File: config.mk
export PLATFORM = sky130hd
export DESIGN_NAME = mod_mul_vec
export DESIGN_NICKNAME = d
export VERILOG_FILES = /design/src/rtl/poly_arith_pkg.sv /design/src/rtl/mod_mul_lane.sv /design/src/rtl/mod_mul_vec.sv
export SDC_FILE = /design/constraint.sdc
export NUM_CORES = 2
export LEC_CHECK = 0
export ABC_CLOCK_PERIOD_IN_PS = 3600
export BUFFER_PORTS_ARGS = -buffer_cell sky130_fd_sc_hd__buf_2
export CAP_MARGIN = 15
export CORE_MARGIN = 5
export CORE_UTILIZATION = 54
export DETAILED_ROUTE_END_ITERATION = 10
export GPL_ROUTABILITY_DRIVEN = 0
export PLACE_DENSITY = 0.76
export SKIP_CTS_REPAIR_TIMING = 1
export SLEW_MARGIN = 0
export SYNTH_ARGS = -nofsm -noshare
export SYNTH_HDL_FRONTEND = slang
export SYNTH_HIERARCHICAL = 1
export SYNTH_SLANG_ARGS = --single-unit
export TNS_END_PERCENT = 5
File: constraint.sdc
create_clock -name clk -period 3.6 [get_ports clk]
set_input_delay 0.54 -clock clk [delete_from_list [all_inputs] [get_ports clk]]
set_output_delay 0.54 -clock clk [all_outputs]
set_load 0.01 [all_outputs]
File: src/rtl/poly_arith_pkg.sv
// Shared arithmetic types for ML-KEM coefficient datapaths (q = 3329):
// coefficient type, fused-operation modes and radix-16 residue tables.
package poly_arith_pkg;

    localparam logic [12:0] Q = 13'd3329;

    typedef logic [11:0] coeff_t;

    typedef enum logic [1:0] {
        MUL    = 2'b00,
        MULADD = 2'b01,
        MULSUB = 2'b10
    } mul_mode_e;

    typedef logic [15:0][11:0] lut_t;

    // Entry v holds v * 2^shift mod q; evaluated at elaboration only.
    function automatic lut_t build_lut(input int unsigned shift);
        lut_t lut;
        lut = '0;
        for (int unsigned v = 32'd0; v < 32'd16; v++) begin
            lut[v[3:0]] = 12'((v << shift) % 32'd3329);
        end
        return lut;
    endfunction

    localparam lut_t LUT12 = build_lut(32'd12);
    localparam lut_t LUT16 = build_lut(32'd16);
    localparam lut_t LUT20 = build_lut(32'd20);

    // The reserved encoding 2'b11 behaves as a plain multiply.
    function automatic mul_mode_e decode_mode(input logic [1:0] m);
        mul_mode_e mode;
        case (m)
            2'b01:   mode = MULADD;
            2'b10:   mode = MULSUB;
            default: mode = MUL;
        endcase
        return mode;
    endfunction

endpackage

File: src/rtl/mod_mul_lane.sv
// One lane of the q = 3329 modular multiplier: product with radix-16 partial
// reduction into S1, then final fold, conditional subtract and optional MAC.
module mod_mul_lane
    import poly_arith_pkg::*;
(
    input  logic      clk,
    input  logic      rst,
    input  logic      s1_en,
    input  logic      s2_en,
    input  coeff_t    a,
    input  coeff_t    b,
    input  coeff_t    c,
    input  mul_mode_e s1_mode,
    output coeff_t    result
);

    logic [23:0] prod_s;
    logic [13:0] sum_s;
    logic [13:0] s1_sum_r;
    logic [12:0] fold_s;
    coeff_t      red_s;
    coeff_t      res_s;
    coeff_t      result_r;

    // Stage 1: full product, upper nibbles folded through the residue tables
    always_comb begin
        prod_s = {12'd0, a} * {12'd0, b};
        sum_s  = {2'b00, LUT20[prod_s[23:20]]} + {2'b00, LUT16[prod_s[19:16]]}
               + {2'b00, LUT12[prod_s[15:12]]} + {2'b00, prod_s[11:0]};
    end

    // S1 partial-sum register
    always_ff @(posedge clk or negedge rst) begin
        if (!rst) begin
            s1_sum_r <= 14'd0;
        end else if (s1_en) begin
            s1_sum_r <= sum_s;
        end
    end

    // Stage 2: fold the top two bits, then one conditional subtract (f < 2q)
    always_comb begin
        fold_s = {1'b0, s1_sum_r[11:0]} + {1'b0, LUT12[{2'b00, s1_sum_r[13:12]}]};
        if (fold_s >= Q) begin
            red_s = 12'(fold_s - Q);
        end else begin
            red_s = fold_s[11:0];
        end
    end

`ifdef POLY_MOD_MUL_MAC_EN
    coeff_t      s1_c_r;
    logic [12:0] mac_s;

    // S1 addend/minuend register travelling with the partial sum
    always_ff @(posedge clk or negedge rst) begin
        if (!rst) begin
            s1_c_r <= 12'd0;
        end else if (s1_en) begin
            s1_c_r <= c;
        end
    end

    // Fused add/subtract; both operands are already reduced so one correction suffices
    always_comb begin
        mac_s = 13'd0;
        res_s = red_s;
        case (s1_mode)
            MULADD: begin
                mac_s = {1'b0, red_s} + {1'b0, s1_c_r};
                if (mac_s >= Q) begin
                    res_s = 12'(mac_s - Q);
                end else begin
                    res_s = mac_s[11:0];
                end
            end
            MULSUB: begin
                if (s1_c_r >= red_s) begin
                    res_s = s1_c_r - red_s;
                end else begin
                    mac_s = {1'b0, s1_c_r} + Q - {1'b0, red_s};
                    res_s = mac_s[11:0];
                end
            end
            default: begin
                res_s = red_s;
            end
        endcase
    end
`else
    logic unused_s;
    assign unused_s = ^{c, s1_mode};

    // Multiply-only build: the reduced product is the result
    always_comb begin
        res_s = red_s;
    end
`endif

    // Output register, held while the consumer stalls
    always_ff @(posedge clk or negedge rst) begin
        if (!rst) begin
            result_r <= 12'd0;
        end else if (s2_en) begin
            result_r <= res_s;
        end
    end

    assign result = result_r;

endmodule

File: src/rtl/mod_mul_vec.sv
// Multi-lane 2-stage elastic modular multiplier (q = 3329) with tag sideband.
// Define POLY_MOD_MUL_MAC_EN to enable fused MULADD/MULSUB against c_i.
module mod_mul_vec
    import poly_arith_pkg::*;
#(
    parameter int LANES = 4,
    parameter int TAG_W = 8
) (
    input  logic                   clk,
    input  logic                   rst,
    input  logic                   in_valid_i,
    output logic                   in_ready_o,
    input  logic [1:0]             mode_i,
    input  coeff_t [LANES-1:0]     a_i,
    input  coeff_t [LANES-1:0]     b_i,
    input  coeff_t [LANES-1:0]     c_i,
    input  logic [TAG_W-1:0]       tag_i,
    output logic                   out_valid_o,
    input  logic                   out_ready_i,
    output coeff_t [LANES-1:0]     result_o,
    output logic [TAG_W-1:0]       tag_o
);

    logic             s1_valid_r;
    logic             out_valid_r;
    logic [TAG_W-1:0] s1_tag_r;
    logic [TAG_W-1:0] out_tag_r;
    logic             s1_load_s;
    logic             s2_load_s;
    logic             s1_take_s;
    logic             s2_take_s;
    mul_mode_e        s1_mode_s;

    // Elastic handshake: a stage may load when it is empty or drains this cycle
    always_comb begin
        s2_load_s = !out_valid_r || out_ready_i;
        s1_load_s = !s1_valid_r || s2_load_s;
        s1_take_s = s1_load_s && in_valid_i;
        s2_take_s = s2_load_s && s1_valid_r;
    end

    // Stage valid flags
    always_ff @(posedge clk or negedge rst) begin
        if (!rst) begin
            s1_valid_r  <= 1'b0;
            out_valid_r <= 1'b0;
        end else begin
            if (s1_load_s) begin
                s1_valid_r <= in_valid_i;
            end
            if (s2_load_s) begin
                out_valid_r <= s1_valid_r;
            end
        end
    end

    // Tag sideband follows the beat through both stages
    always_ff @(posedge clk or negedge rst) begin
        if (!rst) begin
            s1_tag_r  <= '0;
            out_tag_r <= '0;
        end else begin
            if (s1_take_s) begin
                s1_tag_r <= tag_i;
            end
            if (s2_take_s) begin
                out_tag_r <= s1_tag_r;
            end
        end
    end

`ifdef POLY_MOD_MUL_MAC_EN
    mul_mode_e s1_mode_r;

    // Operation mode captured with the beat and shared by all lanes
    always_ff @(posedge clk or negedge rst) begin
        if (!rst) begin
            s1_mode_r <= MUL;
        end else if (s1_take_s) begin
            s1_mode_r <= decode_mode(mode_i);
        end
    end

    assign s1_mode_s = s1_mode_r;
`else
    logic unused_s;
    assign unused_s  = ^mode_i;
    assign s1_mode_s = MUL;
`endif

    for (genvar l = 0; l < LANES; l++) begin : g_lane
        mod_mul_lane u_lane (
            .clk     (clk),
            .rst     (rst),
            .s1_en   (s1_take_s),
            .s2_en   (s2_take_s),
            .a       (a_i[l]),
            .b       (b_i[l]),
            .c       (c_i[l]),
            .s1_mode (s1_mode_s),
            .result  (result_o[l])
        );
    end

    assign in_ready_o  = s1_load_s;
    assign out_valid_o = out_valid_r;
    assign tag_o       = out_tag_r;

endmodule

## Yosys cells after proc, flatten, opt, wreduce, memory -nomap -nowiden

Memory sizes are Yosys's and may differ from the RTL's.
Index checks and enable logic that the tools add are counted.
Widths: inputs -> output; s select.

- Bits of input ports: 158
- Output and inout bits: 58
- Register bits: 122
- Bits in read-only memories: 2304
- Memories: 12

Memories:

| name | depth | width | read ports | clocked after Yosys merged registers in | write ports | line | text |
|---|---|---|---|---|---|---|---|
| (name not given) | 16 | 12 | 1 | 0 | 0 | mod_mul_lane.sv:28 | `sum_s = {2'b00, LUT20[prod_s[23:20]]} + {2'b00, LUT16[prod_s[19:16]]}` |
| (name not given) | 16 | 12 | 1 | 0 | 0 | mod_mul_lane.sv:28 |  |
| (name not given) | 16 | 12 | 1 | 0 | 0 | mod_mul_lane.sv:29 | `+ {2'b00, LUT12[prod_s[15:12]]} + {2'b00, prod_s[11:0]};` |
| (name not given) | 16 | 12 | 1 | 0 | 0 | mod_mul_lane.sv:28 |  |
| (name not given) | 16 | 12 | 1 | 0 | 0 | mod_mul_lane.sv:28 |  |
| (name not given) | 16 | 12 | 1 | 0 | 0 | mod_mul_lane.sv:28 |  |
| +6 memories | - | - | - | - | - | - |  |

- $lt $le $gt $ge: 20
- Reductions and logical operators: 6
- Multiply operators: 4
- Add/subtract/negate cells: 20
- Mux-type cells: 24

Operator list:

| kind | count |
|---|---|
| $mux 12 | 20 |
| $add 14x12->14 | 8 |
| $add 12x12->13 | 8 |
| $bmux 12 s2 | 4 |
| $mul 12x12->24 | 4 |
| $lt 4x5->1 const B | 12 |
| $ge 13x12->1 const B | 4 |
| $sub 12x12->12 const B | 4 |
| $lt 2x5->1 const B | 4 |
| $logic_and 1x1->1 | 2 |
| $logic_not 1->1 | 2 |
| $logic_or 1x1->1 | 2 |

## Logic depth before layout (Yosys ltp)

- Word-level depth: 6
- Gate-level depth with buffers: 40
- Mapped depth without buffers: 39

## Cells and area by module

The synthesis kept the hierarchy.

By module, submodules not included:

| module | times used | cells each | sequential area each (µm²) | area each (µm²) |
|---|---|---|---|---|
| mod_mul_lane at g_lane[0].u_lane | 1 | 1032 | 650.6 | 8921.1 |
| mod_mul_lane at g_lane[3].u_lane | 1 | 1041 | 650.6 | 8881.0 |
| mod_mul_lane at g_lane[2].u_lane | 1 | 1019 | 650.6 | 8688.3 |
| mod_mul_lane at g_lane[1].u_lane | 1 | 1009 | 650.6 | 8633.3 |
| mod_mul_vec | 1 | 43 | 450.4 | 738.2 |

## Worst setup path before layout

OpenSTA, ideal clock, no wires.

- Kind: input-to-reg
- Start point: input b_i[17] (netlist bit)
- End point: register g_lane[1].u_lane.s1_sum_r[11]
- Slack: -5.784 ns
- Buffers on the path: 1
- Arrival time: 9.260 ns
- Cell stages on the path: 38
- Path through: clkbuf_1 > nand2_1 > fa_1 > fa_1 > inv_1 > ha_1 > fa_1 > inv_1 > fa_1 > inv_1 > ha_1 > a21oi_1 > o21ai_1 > o311a_1 > o21ai_0 > o21bai_1 > a21oi_1 > xor2_1 > (+2 left out) > inv_1 > nand2_1 > o311ai_1 > o21ai_0 > fa_1 > inv_1 > fa_1 > inv_1 > fa_1 > a21o_1 > a21oi_1 > o21bai_1 > a21oi_1 > o21bai_1 > a211o_1 > a31oi_1 > xnor2_1 > mux2_2

- Word-level cells in the longest chain between the ends: 6
- Elaborated cells on any way between the ends: 10

Ends and longest elaborated chain:

| what | line | text |
|---|---|---|
| start: declaration | mod_mul_vec.sv:15 | `input coeff_t [LANES-1:0] b_i,` |
| $mul 12x12->24 * | mod_mul_lane.sv:27 | `prod_s = {12'd0, a} * {12'd0, b};` |
| $mem_v2 16x12 | - |  |
| $mux 12 (implied by the code) | mod_mul_lane.sv:28 |  |
| $add 12x12->13 | mod_mul_lane.sv:28 |  |
| $add 14x12->14 | mod_mul_lane.sv:29 |  |
| $add 14x12->14 * | mod_mul_lane.sv:29 |  |
| end signal: assignment | mod_mul_lane.sv:37 | `s1_sum_r <= sum_s;` |
| end: declaration | mod_mul_lane.sv:19 | `logic [13:0] s1_sum_r;` |

Mark *: on every way between the ends. The rest lies on a longest branch, timed or not. The select of a mux whose other input is x is not followed.
A chain may end at the register's enable or synchronous reset.

## Worst setup path in the final report

- Start point: input b_i[19] (netlist bit)
- End point: register g_lane[1].u_lane.s1_sum_r[11]

Same word-level chain as after synthesis.

==> qor.txt <==
total CTS buffers: 17
gr ovfl total: 0
Fin. Hold Viols: 0
initial antenna violation count: 2
vias in the first global route: 32200
syn_nets: 5267
CP Data Required Time: 3.93 ns
Mapped Area: 35900 µm²
total die area: 71700 µm²
period utilization: 237%
Clk pin slew, worst setup/hold paths: 0.06 ns
final setup TNS: -231.04 ns
Starting Density: 54.4%
worst rel slew slack: 38.0%
Post-DRT Antenna Nets: 0
Setup Viol. Count Final: 56
Max FO, Critical Path: 7
Worst Hold Class: in2async
H-tree depth: 4
CTS tree: done
post-DR wirelength/cell: 15.6 µm
Worst Max-Slew Pin Slew: 0.930 ns
Synth Warn #: 6
fmax: 117 MHz
post-layout util: 68.3%
hpwl dp: 75200 µm
failing checks: setup timing
DRT Wirelength: 90800 µm
Slew Viols, Final: 0
Rows: 94
First DRT Iteration DRCs: 1395
PnR worst setup slack: -4.94 ns
IO Count: 216
clock net sink count: 122
met1 wire length: 37800 µm
chip width: 268 µm
first-pass GRT wire length: 150000 µm
Vert. Die Dim: 268 µm
Final #Nets: 6068
area grow syn2layout: 25.5%
deepest clock path buffer count: 2
# DRC: 0
largest stage delay on the critical path: 0.52 ns
largest net degree at the start of global routing: 96
layout cell share with drive strength beyond 1: 26.9%
CP Capture Type: register
gr usage total: 24.6%
routed vias: 31300
Detail Route met2 WL: 47100 µm
arrival time at the worst endpoint: 8.86 ns
outcome: complete, but fails checks
Tmin final: 8.54 ns
flop-to-flop setup slack: 0.06 ns
routed length on met3: 4050 µm
Mapped Avg Cell Area: 8.66 µm²
skew final: 0.0151 ns
Startpoint Class: input pin
vias per cell: 5.37
RSZ-0062 raised after global routing: yes
MaxCap Viol Count: 0
worst skew pair latency: 0.44 ns
post-synthesis cell count: 4143
IO Port Bufs: 165
TritonRoute pass-1 iters: 6
CORE AREA: 65900 µm²
Highest Signal Layer: met4
Top cell by count, worst path: fa_1
Slowest cell on crit path: fa_1
Clock Tree Root: clkbuf_16
crit path kind: in2reg
==> stage by stage <==
step           setup WS, ns  area (µm²)  std cells  hold slack [ns]
6_report              -4.94       45000       5823            0.203
5_1_grt               -5.23       45000       5823            0.280
4_1_cts               -5.05       43900       5800            0.229
3_5_place_dp          -5.49       43200       5768            0.490
3_3_place_gp          -5.33       43200       5768            0.484
2_1_floorplan         -4.94       36400       4143            0.244
==> layout by cell type, fill, tap and decap left out, types with 36 or more instances in the layout <==
cell type / n
a21o_1: 50
a21oi_1: 127
and2_1: 262
buf_2: 140
buf_4: 757
dfrtp_1: 122
fa_1: 491
ha_1: 431
inv_1: 749
mux2_2: 60
mux2i_1: 36
nand2_1: 454
nand3_1: 43
nor2_1: 172
nor3_1: 53
o21ai_0: 89
xnor2_1: 102
xor2_1: 46
==> routing by layer <==
layer  track usage (%)  vias up
met5                 0        -
met4              5.73        0
met2              44.8      765
li1                  -    15000
met1              31.7    15400
met3              2.58      147
==> layout make-up <==
class / instances / area (µm²)
diodes: 2 / 5.00
flip-flops and latches: 122 / 3050
fillers: 4896 / 20900
multi-input cells: 3094 / 30500
clock buffers: 21 / 470
well taps: 864 / 1080
clock inverters: 11 / 190
inverters: 777 / 2920
repair buffers: 932 / 6800
==> worst paths after layout <==
check,from,to,depth (start not counted)
worst max-delay path,b_i[19],g_lane[1].u_lane/s1_sum_r[11],38
worst min-delay path,rst,g_lane[3].u_lane/s1_sum_r[8],1
worst max register to register,g_lane[0].u_lane/s1_sum_r[13],g_lane[0].u_lane/result[4],13
worst min register to register,g_lane[0].u_lane/result[0],g_lane[0].u_lane/result[0],1
max in group asynchronous,rst,s1_tag_r[6],2
min in group clk,tag_i[2],s1_tag_r[2],2
==> registers in the layout (all words and copies together), names as in the netlist <==
name                    count
g_lane.u_lane/s1_sum_r     56
s1_valid_r                  1
g_lane.u_lane/result       48
out_valid_o                 1
s1_tag_r                    8
tag_o                       8
==> critical path, delay by kind of cell <==
kind | cells | cell delay (ns)
AOI/OAI and AO/OA | 13 | 2.31
and+or+nand+nor | 3 | 0.30
muxes | 1 | 0.26
adders and majority gates | 11 | 4.51
xor gates and xnor gates | 2 | 0.38
buffers and inverters | 8 | 0.55
Power is left out: the tool's default activity adds up to more than one toggle a clock period on the data nets, which glitch-free logic cannot reach.
